===== src/rtl/serial_pkg.sv =====
// Shared types and helpers for the serial transmit path.
package serial_pkg;

    typedef enum logic [2:0] {
        Idle,
        Start,
        Data,
        Parity,
        Stop
    } t_tx_state;

    // Even parity bit: XOR of all data bits, so total ones including parity is even.
    // Callers zero-extend narrower words; padding zeros do not change the result.
    function automatic logic even_parity(input logic [63:0] data);
        return ^data;
    endfunction

endpackage


===== src/rtl/serial_tx_fifo.sv =====
// Synchronous FIFO holding words queued for transmission.
module serial_tx_fifo #(
    parameter int unsigned DEPTH = 4,
    parameter int unsigned WIDTH = 8,
    localparam int unsigned PTR_W = $clog2(DEPTH),
    localparam int unsigned CNT_W = $clog2(DEPTH) + 1
) (
    input  logic             clk,
    input  logic             rst_n,
    input  logic             push,
    input  logic [WIDTH-1:0] wr_data,
    input  logic             pop,
    output logic [WIDTH-1:0] rd_data,
    output logic             full,
    output logic             empty,
    output logic [CNT_W-1:0] fill
);

    logic [WIDTH-1:0] mem [DEPTH];
    logic [PTR_W-1:0] wr_ptr_q, rd_ptr_q;
    logic [CNT_W-1:0] cnt_q;
    logic             do_push, do_pop;

    assign full    = (cnt_q == CNT_W'(DEPTH));
    assign empty   = (cnt_q == '0);
    assign fill    = cnt_q;
    assign rd_data = mem[rd_ptr_q];
    assign do_push = push && !full;
    assign do_pop  = pop && !empty;

    // Storage array; contents need no reset since the count gates every read.
    always_ff @(posedge clk) begin
        if (do_push) begin
            mem[wr_ptr_q] <= wr_data;
        end
    end

    // Pointers wrap naturally because DEPTH is a power of two.
    always_ff @(posedge clk or negedge rst_n) begin
        if (!rst_n) begin
            wr_ptr_q <= '0;
            rd_ptr_q <= '0;
            cnt_q    <= '0;
        end else begin
            if (do_push) begin
                wr_ptr_q <= wr_ptr_q + PTR_W'(1);
            end
            if (do_pop) begin
                rd_ptr_q <= rd_ptr_q + PTR_W'(1);
            end
            if (do_push && !do_pop) begin
                cnt_q <= cnt_q + CNT_W'(1);
            end else if (do_pop && !do_push) begin
                cnt_q <= cnt_q - CNT_W'(1);
            end
        end
    end

endmodule


===== src/rtl/serial_async_tx_buffered.sv =====
// Buffered UART-style transmitter: FIFO in front of a start/data/parity/stop framer.
module serial_async_tx_buffered
    import serial_pkg::*;
#(
    parameter int unsigned BITS          = 8,
    parameter bit          LOWBIT_FIRST  = 1'b1,
    parameter int unsigned PARITY_BITS   = 1,
    parameter int unsigned STOP_BITS     = 1,
    parameter int unsigned MAIN_CLK_HZ   = 80_000,
    parameter int unsigned SERIAL_CLK_HZ = 10_000,
    parameter int unsigned FIFO_DEPTH    = 4,
    localparam int unsigned FILL_W = $clog2(FIFO_DEPTH) + 1
) (
    input  logic              in_clk,
    input  logic              in_rst_n,
    input  logic              in_valid,
    input  logic [BITS-1:0]   in_parallel,
    output logic              out_accept,
    output logic              out_serial,
    output logic              out_busy,
    output logic              out_next_word,
    output logic [FILL_W-1:0] out_fill
);

    localparam int unsigned CLK_DIV  = MAIN_CLK_HZ / SERIAL_CLK_HZ;
    localparam int unsigned STOP_CYC = STOP_BITS * CLK_DIV;
    localparam int unsigned BAUD_W   = $clog2(STOP_CYC);
    localparam int unsigned BIT_W    = $clog2(BITS + 1);

    if ((MAIN_CLK_HZ % SERIAL_CLK_HZ) != 0 || CLK_DIV < 2) begin : g_bad_clk_div
        $error("MAIN_CLK_HZ/SERIAL_CLK_HZ must be an integer >= 2");
    end
    if (STOP_BITS < 1 || STOP_BITS > 2) begin : g_bad_stop_bits
        $error("STOP_BITS must be 1 or 2");
    end
    if (FIFO_DEPTH < 2 || (FIFO_DEPTH & (FIFO_DEPTH - 1)) != 0) begin : g_bad_depth
        $error("FIFO_DEPTH must be a power of two >= 2");
    end

    t_tx_state         state_q, state_d;
    logic [BAUD_W-1:0] baud_q, baud_d;
    logic [BIT_W-1:0]  bit_q, bit_d;
    logic [BITS-1:0]   shift_q, shift_d, shift_nxt;
    logic              parity_q, parity_d;
    logic              serial_q, serial_d;
    logic              head_bit, bit_done, load;

    logic              fifo_pop, fifo_full, fifo_empty, fifo_push;
    logic [BITS-1:0]   fifo_rd_data;

    assign fifo_push = in_valid && out_accept;

    serial_tx_fifo #(
        .DEPTH (FIFO_DEPTH),
        .WIDTH (BITS)
    ) u_fifo (
        .clk     (in_clk),
        .rst_n   (in_rst_n),
        .push    (fifo_push),
        .wr_data (in_parallel),
        .pop     (fifo_pop),
        .rd_data (fifo_rd_data),
        .full    (fifo_full),
        .empty   (fifo_empty),
        .fill    (out_fill)
    );

    // Accept depends only on registered fill; a same-edge pop never frees a slot early.
    assign out_accept = !fifo_full;
    assign out_busy   = !fifo_empty || (state_q != Idle);
    assign out_serial = serial_q;

    // Next-state logic for the framer; the shift register's head is always the next data bit.
    always_comb begin
        state_d       = state_q;
        baud_d        = baud_q + BAUD_W'(1);
        bit_d         = bit_q;
        shift_d       = shift_q;
        parity_d      = parity_q;
        serial_d      = serial_q;
        fifo_pop      = 1'b0;
        out_next_word = 1'b0;
        load          = 1'b0;
        bit_done      = (baud_q == BAUD_W'(CLK_DIV - 1));
        shift_nxt     = LOWBIT_FIRST ? (shift_q >> 1) : (shift_q << 1);
        head_bit      = LOWBIT_FIRST ? shift_q[0] : shift_q[BITS-1];

        unique case (state_q)
            Idle: begin
                baud_d   = '0;
                serial_d = 1'b1;
                load     = !fifo_empty;
            end
            Start: begin
                if (bit_done) begin
                    state_d  = Data;
                    baud_d   = '0;
                    bit_d    = '0;
                    serial_d = head_bit;
                end
            end
            Data: begin
                if (bit_done) begin
                    baud_d  = '0;
                    bit_d   = bit_q + BIT_W'(1);
                    shift_d = shift_nxt;
                    if (bit_q == BIT_W'(BITS - 1)) begin
                        if (PARITY_BITS != 0) begin
                            state_d  = Parity;
                            serial_d = parity_q;
                        end else begin
                            state_d  = Stop;
                            serial_d = 1'b1;
                        end
                    end else begin
                        serial_d = LOWBIT_FIRST ? shift_nxt[0] : shift_nxt[BITS-1];
                    end
                end
            end
            Parity: begin
                if (bit_done) begin
                    state_d  = Stop;
                    baud_d   = '0;
                    serial_d = 1'b1;
                end
            end
            Stop: begin
                if (baud_q == BAUD_W'(STOP_CYC - 1)) begin
                    out_next_word = 1'b1;
                    baud_d        = '0;
                    if (fifo_empty) begin
                        state_d = Idle;
                    end else begin
                        load = 1'b1;
                    end
                end
            end
            default: begin
                state_d  = Idle;
                baud_d   = '0;
                serial_d = 1'b1;
            end
        endcase

        // Frame start: pop the head and drive the start bit from the same edge.
        if (load) begin
            fifo_pop = 1'b1;
            shift_d  = fifo_rd_data;
            parity_d = even_parity(64'(fifo_rd_data));
            serial_d = 1'b0;
            state_d  = Start;
            baud_d   = '0;
        end
    end

    // Framer state; reset drops any partial frame and forces the line high at once.
    always_ff @(posedge in_clk or negedge in_rst_n) begin
        if (!in_rst_n) begin
            state_q  <= Idle;
            baud_q   <= '0;
            bit_q    <= '0;
            shift_q  <= '0;
            parity_q <= 1'b0;
            serial_q <= 1'b1;
        end else begin
            state_q  <= state_d;
            baud_q   <= baud_d;
            bit_q    <= bit_d;
            shift_q  <= shift_d;
            parity_q <= parity_d;
            serial_q <= serial_d;
        end
    end

endmodule


===== config.mk =====
export PLATFORM = sky130hd
export DESIGN_NAME = serial_async_tx_buffered
export DESIGN_NICKNAME = d
export VERILOG_FILES = /design/src/rtl/serial_pkg.sv /design/src/rtl/serial_tx_fifo.sv /design/src/rtl/serial_async_tx_buffered.sv
export SDC_FILE = /design/constraint.sdc
export NUM_CORES = 1
export LEC_CHECK = 0
export ABC_AREA = 1
export CORE_MARGIN = 2
export CORE_UTILIZATION = 59
export DETAILED_ROUTE_END_ITERATION = 16
export PLACE_DENSITY = 0.86
export SYNTH_ARGS = -nofsm -noshare
export SYNTH_HDL_FRONTEND = slang
export SYNTH_SLANG_ARGS = --single-unit

===== constraint.sdc =====
create_clock -name in_clk -period 3.1 [get_ports in_clk]
set_input_delay 0.62 -clock in_clk [delete_from_list [all_inputs] [get_ports in_clk]]
set_output_delay 0.62 -clock in_clk [all_outputs]
set_load 0.1 [all_outputs]

# Word level (Yosys, flattened, before mapping)
# Memory sizes are Yosys's and may differ from the RTL's.
# Index checks and enable logic that the tools add are counted.
# Widths: inputs -> output; s select.
[classes]
n_eq_ne = 17
muxes = 33
addsub = 6
reduce_logical = 23
[op_table]
columns = ["cell", "count"]
rows = [
  ["$reduce_xor 64->1", 1],
  ["$mux 3", 12],
  ["$mux 8", 3],
  ["$ne 3x3->1 const B", 5],
  ["$pmux 3 s5", 1],
  ["$mux 1", 12],
  ["$eq 3x3->1 const B", 3],
  ["$mux 4", 2],
  ["$ne 2x2->1 const B", 4],
  ["$pmux 4 s2", 1],
  ["$reduce_bool 2->1", 4],
  ["$reduce_and 7->1", 1],
  ["$add 3x1->3 const B", 2],
  ["$eq 3x2->1 const B", 2],
  ["$logic_not 3->1", 2],
  ["$logic_and 1x1->1", 5],
  ["$add 2x1->2 const B", 2],
  ["$add 4x1->4 const B", 1],
  ["$eq 4x3->1 const B", 1],
  ["$logic_not 1->1", 4],
  ["$pmux 1 s4", 1],
  ["$reduce_and 4->1", 1],
  ["$reduce_or 4->1", 1],
  ["$eq 3x1->1 const B", 1],
  ["other kinds (7)", 7],
]
[totals]
mem_bits_rw = 32
word_cells = 89
n_memories = 1
output_inout_bits = 7
register_bits = 27
[mem_list]
columns = ["name", "words", "width", "read_ports", "rd_clocked_by_memory_dff", "write_ports", "line_no", "source"]
rows = [
  ["u_fifo.mem", 4, 8, 1, 0, 1, "serial_tx_fifo.sv:19", "logic [WIDTH-1:0] mem [DEPTH];"],
]

# Logic depth before layout (Yosys ltp)
[depth]
word_depth = 9
depth_mapped = 14
depth_no_buf = 13

# Hierarchy
# From an unflattened synthesis, not the netlist that was laid out.
[hier_totals]
hier_cells = 328
hier_area_um2 = 2979.1
[modules_own_cells]
columns = ["module", "area_each_um2", "cells_each", "instances"]
rows = [
  ["serial_tx_fifo", 1734.2, 154, 1],
  ["serial_async_tx_buffered", 1244.9, 174, 1],
]

# Worst setup path after synthesis
# Ideal clock, no wire load.
[synth_path]
kind = "register to output"
from = "register baud_q[0]"
to = "output out_next_word"
path_stages_with_launch = 6
path_buffers = 1
arrival_time_ns = 2.977
setup_slack_ns = -0.497
required_time_ns = 2.480
cell_sequence = "dfrtp_1 ha_1 ha_1 buf_2 inv_1 nor3_1"
[synth_between]
elab_chain_len = 3
[synth_lines]
columns = ["element", "line_no", "source"]
rows = [
  ["from (decl)", "serial_async_tx_buffered.sv:41", "logic [BAUD_W-1:0] baud_q, baud_d;"],
  ["from (signal assigned)", "serial_async_tx_buffered.sv:167", "baud_q <= baud_d;"],
  ["$eq 3x3->1", "serial_async_tx_buffered.sv:128", "if (baud_q == BAUD_W'(STOP_CYC - 1)) begin"],
  ["$mux 1", "serial_async_tx_buffered.sv:128", ""],
  ["$mux 1", "serial_async_tx_buffered.sv:88", "unique case (state_q)"],
  ["to (decl)", "serial_async_tx_buffered.sv:21", "output logic out_next_word,"],
]
# Every way passes these cells.

==> run metrics <==
PnR worst setup slack 0.459 ns; Worst Setup End Kind output port; # Max-Cap Violations 0; CTS tree done; Net Sw Frac 32.7%; later-pin clock latency in the skew report 0.34 ns; hold crit path type register to register; global-route wire length before repair 8.60 mm; total global-route track usage 21.8%; Clock Power Share 31.1%; RSZ-0062 raised after global routing no; Pint 1.58 mW; CTS buffer count 9; PwrDens 698 nW/um^2; CP cell instances ha_1 -> ha_1 -> o21ai_2 -> nor2_4 -> nor3_1 -> inv_1 -> buf_12; Core Rows 25; hold_buf cts 0; CTS sink cnt 59; register bit total from synthesis 59; via count 2,109; I/O pin count 18; first-iteration detailed-routing DRC count 163; Synth Warn # 0; core footprint 4750 sq um; clock buffer depth 2; commonest non-fill, non-tap cells in the layout 108 x nand2_1, 32 x edfxtp_1, 28 x nor2_1, 26 x dfrtp_1; Worst Setup Path Type register to output port; Final Hold Viols 0; DP Worst Slack 0.635 ns; CP Launch Type register; Detail Route Antenna Nets 0; vias per cell 5.08; post-CTS setup buffers 0; Initial Util 61.6%; Area Growth Syn to Fin 14.9%; Finish-stage setup viols 0; Multi-input gate area 1120 sq um; Least-Margin Pin Slew 0.645 ns; arrival time worst endpoint 2.02 ns; Cells after Synth 318; IR drop worst, VDD 0.000556 V; delay-heaviest family, CP adder cells; routability congestion estimate 0.853; Nets 363; leakage power 1.52 nW; clk_skew 0.0119 ns; Fillers 343; Tmin final 2.64 ns; Horiz. Die Dim 74.5 um; height of the die 74.5 um; Die Area 5550 sq um; Finished Cell Area 3370 sq um; Avg WL per Cell 12.8 um; Power Total 2.35 mW; Clk Tree Root Cell clkbuf_8; Post-Syn Area 2930 sq um; pins over their slew limit 0; f_max 0.379 GHz; Remaining DRCs 0; sequential cell area 1640 sq um; critical path's slowest cell dfrtp_1; Avg Cell Area, Syn 9.21 sq um; worst endpoint required time 2.48 ns; combinational share of power 25.7%; Crit Path Max Fanout 9; CP max stage delay 0.35 ns; outcome finished, final reports clean; Post-Route WL 5.30 mm; total gr overflow 0; most common cell after layout, fill and taps aside nand2_1; setup_tns 0 ns; sequential share of power 43.2%; detailed-router iteration count before antenna repair 4; dpl hpwl 3.70 mm; n_diodes 0; input/output buffers 17; placed instance area 3160 sq um; clk slew on worst S/H paths 0.07 ns; largest net degree at the start of global routing 20; Final Cycle Share 85.2%; Buf/Inv on CP 2; Seq/Total Area, Yosys 55.9%; post-cts sizing count 0; crit-path most repeated cell ha_1; initial antenna violation count 0; syn nets 338; vias in the first global route 2,013; post-synthesis cell type count 33; # H-tree levels 3; normalized max-slew margin 56.8%; layout cells sized above 1 12.9%; P_sw 0.770 mW
[final timing paths]
kind,from,to,slack [ns],cells past startpoint
hold reg to reg,baud_q[0]$_DFF_PN0_,baud_q[0]$_DFF_PN0_,0.44,1
setup reg to reg,baud_q[0]$_DFF_PN0_,u_fifo.fill[1]$_DFFE_PN0P_,0.61,9
min in group asynchronous,in_rst_n,state_q[1]$_DFFE_PN0P_,0.68,1
max in group asynchronous,in_rst_n,shift_q[4]$_DFFE_PN0P_,1.75,2
setup / recovery,baud_q[0]$_DFF_PN0_,out_busy,0.46,7
hold / removal,baud_q[0]$_DFF_PN0_,baud_q[0]$_DFF_PN0_,0.44,1
[registers in the layout (all words and copies together) (netlist names)]
register and flops:
u_fifo.mem 32, shift_q 8, bit_q 4, baud_q 3, state_q 3, u_fifo.fill 3, u_fifo.rd_ptr_q 2, u_fifo.wr_ptr_q 2
out_serial 1, parity_q 1
[layer usage]
layer | global-route usage [%] | share of wire [%]
met1 | 25.1 | 42
met2 | 35.1 | 50
met3 | 8.27 | 4.1
met4 | 12.1 | 3.1
met5 | 0 | 0
[cells by family (layout without fill, tap and decap cells)]
logic type,Yosys count,count (layout),share of synthesized area [%]
buf+inv,37,67,6.28
mux,1,1,0.384
xor+xnor,6,6,1.79
simple gates,174,174,25.2
fa+ha+maj,9,9,4.10
compound gates,32,32,6.32
flops,59,59,55.9
[worst reg2reg max path: cells and delay by family, from the launching register on]
family | cells | cell delay, ns
buffers and inverters | 2 | 0.23
AOI/OAI and AO/OA | 1 | 0.13
adders and majority gates | 4 | 1.14
and+or+nand+nor | 1 | 0.27
muxes | 1 | 0.27
DFF | 1 | 0.35
[power groups by stage]
stage	registers [mW]	clock network, mW	logic [mW]
after floorplan	1.17	0	0.293
after global placement	1.03	0	0.581
after detailed placement	1.03	0	0.602
after CTS	1.02	0.751	0.606
after global routing	1.03	0.791	0.663
final	1.02	0.731	0.604
[metrics by stage]
step | hold WS [ns] | instances | util, %
after global routing | 0.452 | 415 | 70.8
after CTS | 0.442 | 415 | 70.8
after global placement | 0.424 | 399 | 66.4
final | 0.439 | 415 | 70.8
after detailed placement | 0.434 | 399 | 66.4
after floorplan | 0.324 | 318 | -
[cell type report]
class	count	share of cell area, %
inverter	29	3.46
clock inverter	5	2.30
clock buffer	11	3.90
sequential	59	48.7
tap	67	2.49
timing repair buffer	22	6.02
multi-input combinational	222	33.2
[Yosys cell counts (all sizes together)]
cell	n	area [sq um]
fa	1	20.0
nand2	111	422
edfxtp	32	961
a21oi	19	98.9
buf	8	67.6
xor2	3	26.3
dfrtp	26	651
nor2	31	134
nand3	25	138
nor3	7	46.3
dfstp	1	26.3
o21ai	10	65.1
mux2	1	11.3
o31ai	1	7.51
o22ai	1	6.26
o211ai	1	7.51
inv	29	116
ha	8	100
xnor2	3	26.3
Note: power is estimated with default switching activity, not from simulation.
==> RTL edit, RTL diff (config.mk and constraints unchanged) <==
Change the parameter `PARITY_BITS` from 1 to 0.
--- a/src/rtl/serial_async_tx_buffered.sv
+++ b/src/rtl/serial_async_tx_buffered.sv
@@ -4,7 +4,7 @@
 #(
     parameter int unsigned BITS          = 8,
     parameter bit          LOWBIT_FIRST  = 1'b1,
-    parameter int unsigned PARITY_BITS   = 1,
+    parameter int unsigned PARITY_BITS   = 0,
     parameter int unsigned STOP_BITS     = 1,
     parameter int unsigned MAIN_CLK_HZ   = 80_000,
     parameter int unsigned SERIAL_CLK_HZ = 10_000,
Behaviour: same outputs for any inputs over 10 cycles, from zero or initial values and one cycle with in_rst_n low; that may be too few to reach the edited logic, so the function may still have changed.
==> RTL edit against the unedited design <==
Utilization grew 0.50 points; design area shrank 7.8%; area after synthesis shrank 9.1%; total power shrank 4.1%; count of clock-buffer cells in the layout shrank 2; sequential cell count shrank 1; combinational power shrank 17%; worst setup slack gained 0.26 ns; wire length shrank 12%; critical path type is now reg -> reg; critical endpoint is now u_fifo.fill[2]$_DFFE_PN0P_.
==> RTL edit: results (changes against the unedited design) <==
- The flop-to-flop setup slack is 0.72 ns (+0.11 ns).
- In this run the critical register-to-register path is launched from baud_q[0]$_DFF_PN0_.
- The net count reported at finish is 307 (-15%).
- The relative slew slack is 49.8% (-7.1 points).
- The placer congestion estimate is 0.903 (+5.9%).
- The commonest cells after synthesis are sky130_fd_sc_hd__nand2_1 (55), sky130_fd_sc_hd__edfxtp_1 (32), sky130_fd_sc_hd__nor2_1 (31).
- The setup skew after layout is 0.00617 ns (-0.00573 ns).
- The clock edge transition at the registers on the reported setup and hold paths came to 0.07 ns (about the same).
- The top cell type by total area after synthesis is sky130_fd_sc_hd__edfxtp_1.
- The switching part of the total power is 32.1% (-0.61 points).
- The largest registers in the layout are u_fifo.mem x32, shift_q x8, bit_q x4.
- The tree is rooted in a sky130_fd_sc_hd__clkbuf_8.
- The main flop type after synthesis is sky130_fd_sc_hd__edfxtp_1.
- The clock latency of the later-clocked register in the worst-skew pair is around 0.33 ns.
- The number of design-rule violations left by the first detailed-router iteration is 121 (-26%).
- The met1 routed wirelength after detailed routing came to 2020 um (-10%).
- The worst endpoint data arrival time is 2.59 ns (+0.57 ns).
- The worst supply voltage drop on vdd is 0.582 mV (+4.6%).
- The sequential fraction of the synthesis area is 60.5% (+4.7 points).
- The first-pass GRT wire length is 7800 um (-9.3%).
- The largest stage delay on the critical path came to 0.38 ns (+0.03 ns).
- The startpoint identified for the worst hold timing path is out_serial$_DFFE_PN1P_.
- The number of vias in the routed layout is 1837 (-13%).
- The worst hold endpoint is out_serial$_DFFE_PN1P_.
- The post-place setup slack is 0.645 ns (+0.0104 ns).
- The fraction of registers with async set/reset came to 44.8% (-0.94 points).
- The number of antenna repair diodes is 0 (unchanged).
- The biggest fanout along the worst timing path is 6 (-3).
- The worst reg2reg path depth is 11 (+2).
- The detailed placement HPWL was 3130 um (-15%).
- The wire length on met3 is 185 um (-16%).
- The post-placement cell area is 2890 um^2 (-8.5%).
- The met1 usage came to 24.0% (-1.1 points).
- The hold path depth came to 2 (+1).
- In the post-synthesis netlist, the biggest area contributors are sky130_fd_sc_hd__edfxtp_1 (36%), sky130_fd_sc_hd__dfrtp_1 (23%), sky130_fd_sc_hd__nand2_1 (7.8%).
- The overall routing resource usage is 20.6% (-1.2 points).
- The number of buffers on the longest clock path was 2 (unchanged).
- The routing usage on met2 came to 34.7% (-0.43 points).
- The met2 wirelength from detailed routing is 2370 um (-11%).
- The met3 routing resource usage after global routing was 4.13% (-4.1 points).
- The static leakage came to 0.00134 uW (-12%).
- The maximum number of pins on one net before global-route repair is 27 (+35%).
- The worst register-to-register path ends at u_fifo.fill[2]$_DFFE_PN0P_.
- The layout filler cell count came to 296 (-14%).
- The share of layout cells above drive strength 1 came to 16.4% (+3.5 points).
- The aggregate routed wire length was 4680 um (-12%).
- The net count after synthesis was 279 (-17%).
- The worst-path cell with the longest stage delay is sky130_fd_sc_hd__dfrtp_1.
- The number of CTS-inserted buffers is 9 (unchanged).
- The count of H-tree levels built during CTS is 3 (unchanged).
- The run finished with clean final reports.
==> RTL edit: cell types whose count changed in the layout (fill, tap and decap cells not counted), moves of 3 or more <==
cell | unedited run | this run
sky130_fd_sc_hd__o21ai_0 | 5 | 19
sky130_fd_sc_hd__nor2_1 | 28 | 31
sky130_fd_sc_hd__nand3_1 | 24 | 19
sky130_fd_sc_hd__nor3_1 | 5 | 0
sky130_fd_sc_hd__nand2_1 | 108 | 54
sky130_fd_sc_hd__a21oi_1 | 18 | 5
sky130_fd_sc_hd__o22ai_1 | 1 | 4
==> RTL edit: how the worst max path moves through the flow <==
stage / from / endpoint / slack, ns / cells past startpoint
4_1_cts: baud_q[0]$_DFF_PN0_ / u_fifo.fill[2]$_DFFE_PN0P_ / 0.71 / 11
3_3_place_gp: in_valid / u_fifo.fill[2]$_DFFE_PN0P_ / 0.69 / 9
5_1_grt: baud_q[0]$_DFF_PN0_ / u_fifo.fill[2]$_DFFE_PN0P_ / 0.50 / 11
3_5_place_dp: in_valid / u_fifo.fill[2]$_DFFE_PN0P_ / 0.65 / 9
2_1_floorplan: u_fifo.fill[0]$_DFFE_PN0P_ / u_fifo.fill[2]$_DFFE_PN0P_ / 0.09 / 10
6_report: baud_q[0]$_DFF_PN0_ / u_fifo.fill[2]$_DFFE_PN0P_ / 0.72 / 11
==> RTL edit: power groups by stage <==
| stage | Combinational (uW) | Clock (uW) | Sequential [uW] |
|---|---|---|---|
| CTS | 510 | 768 | 997 |
| floorplan | 220 | 0 | 1150 |
| global placement | 493 | 0 | 1010 |
| global route | 549 | 802 | 1010 |
| detailed placement | 507 | 0 | 1010 |
| finish | 503 | 756 | 996 |
==> RTL edit: cell families (layout without fill, tap and decap cells) <==
kind of cell	after synthesis	in the layout	synth area share (%)
AND/OR/NAND/NOR	116	116	19.1
multiplexers	1	1	0.423
buffers and inverters	33	66	5.31
AO/OA/AOI/OAI	37	37	8.17
adder cells (fa/ha/maj)	9	9	4.51
flip-flops	58	58	60.5
XOR/XNOR	5	5	1.93
==> RTL edit: stage by stage <==
step / hold slack (ns) / instances / util (%)
2_1_floorplan: 0.324 / 259 / -
5_1_grt: 0.511 / 344 / 71.3
4_1_cts: 0.478 / 344 / 71.3
3_5_place_dp: 0.466 / 328 / 66.3
6_report: 0.475 / 344 / 71.3
3_3_place_gp: 0.465 / 328 / 66.3
==> RTL edit: final cells by class <==
type | count | area [um^2] | area share [%]
timing repair buffer | 22 | 190 | 6.13
clock buffer | 9 | 124 | 3.99
tap | 52 | 65.1 | 2.10
sequential | 58 | 1610 | 52.0
clock inverter | 7 | 92.6 | 2.98
inverter | 28 | 108 | 3.47
multi-input combinational | 168 | 912 | 29.4
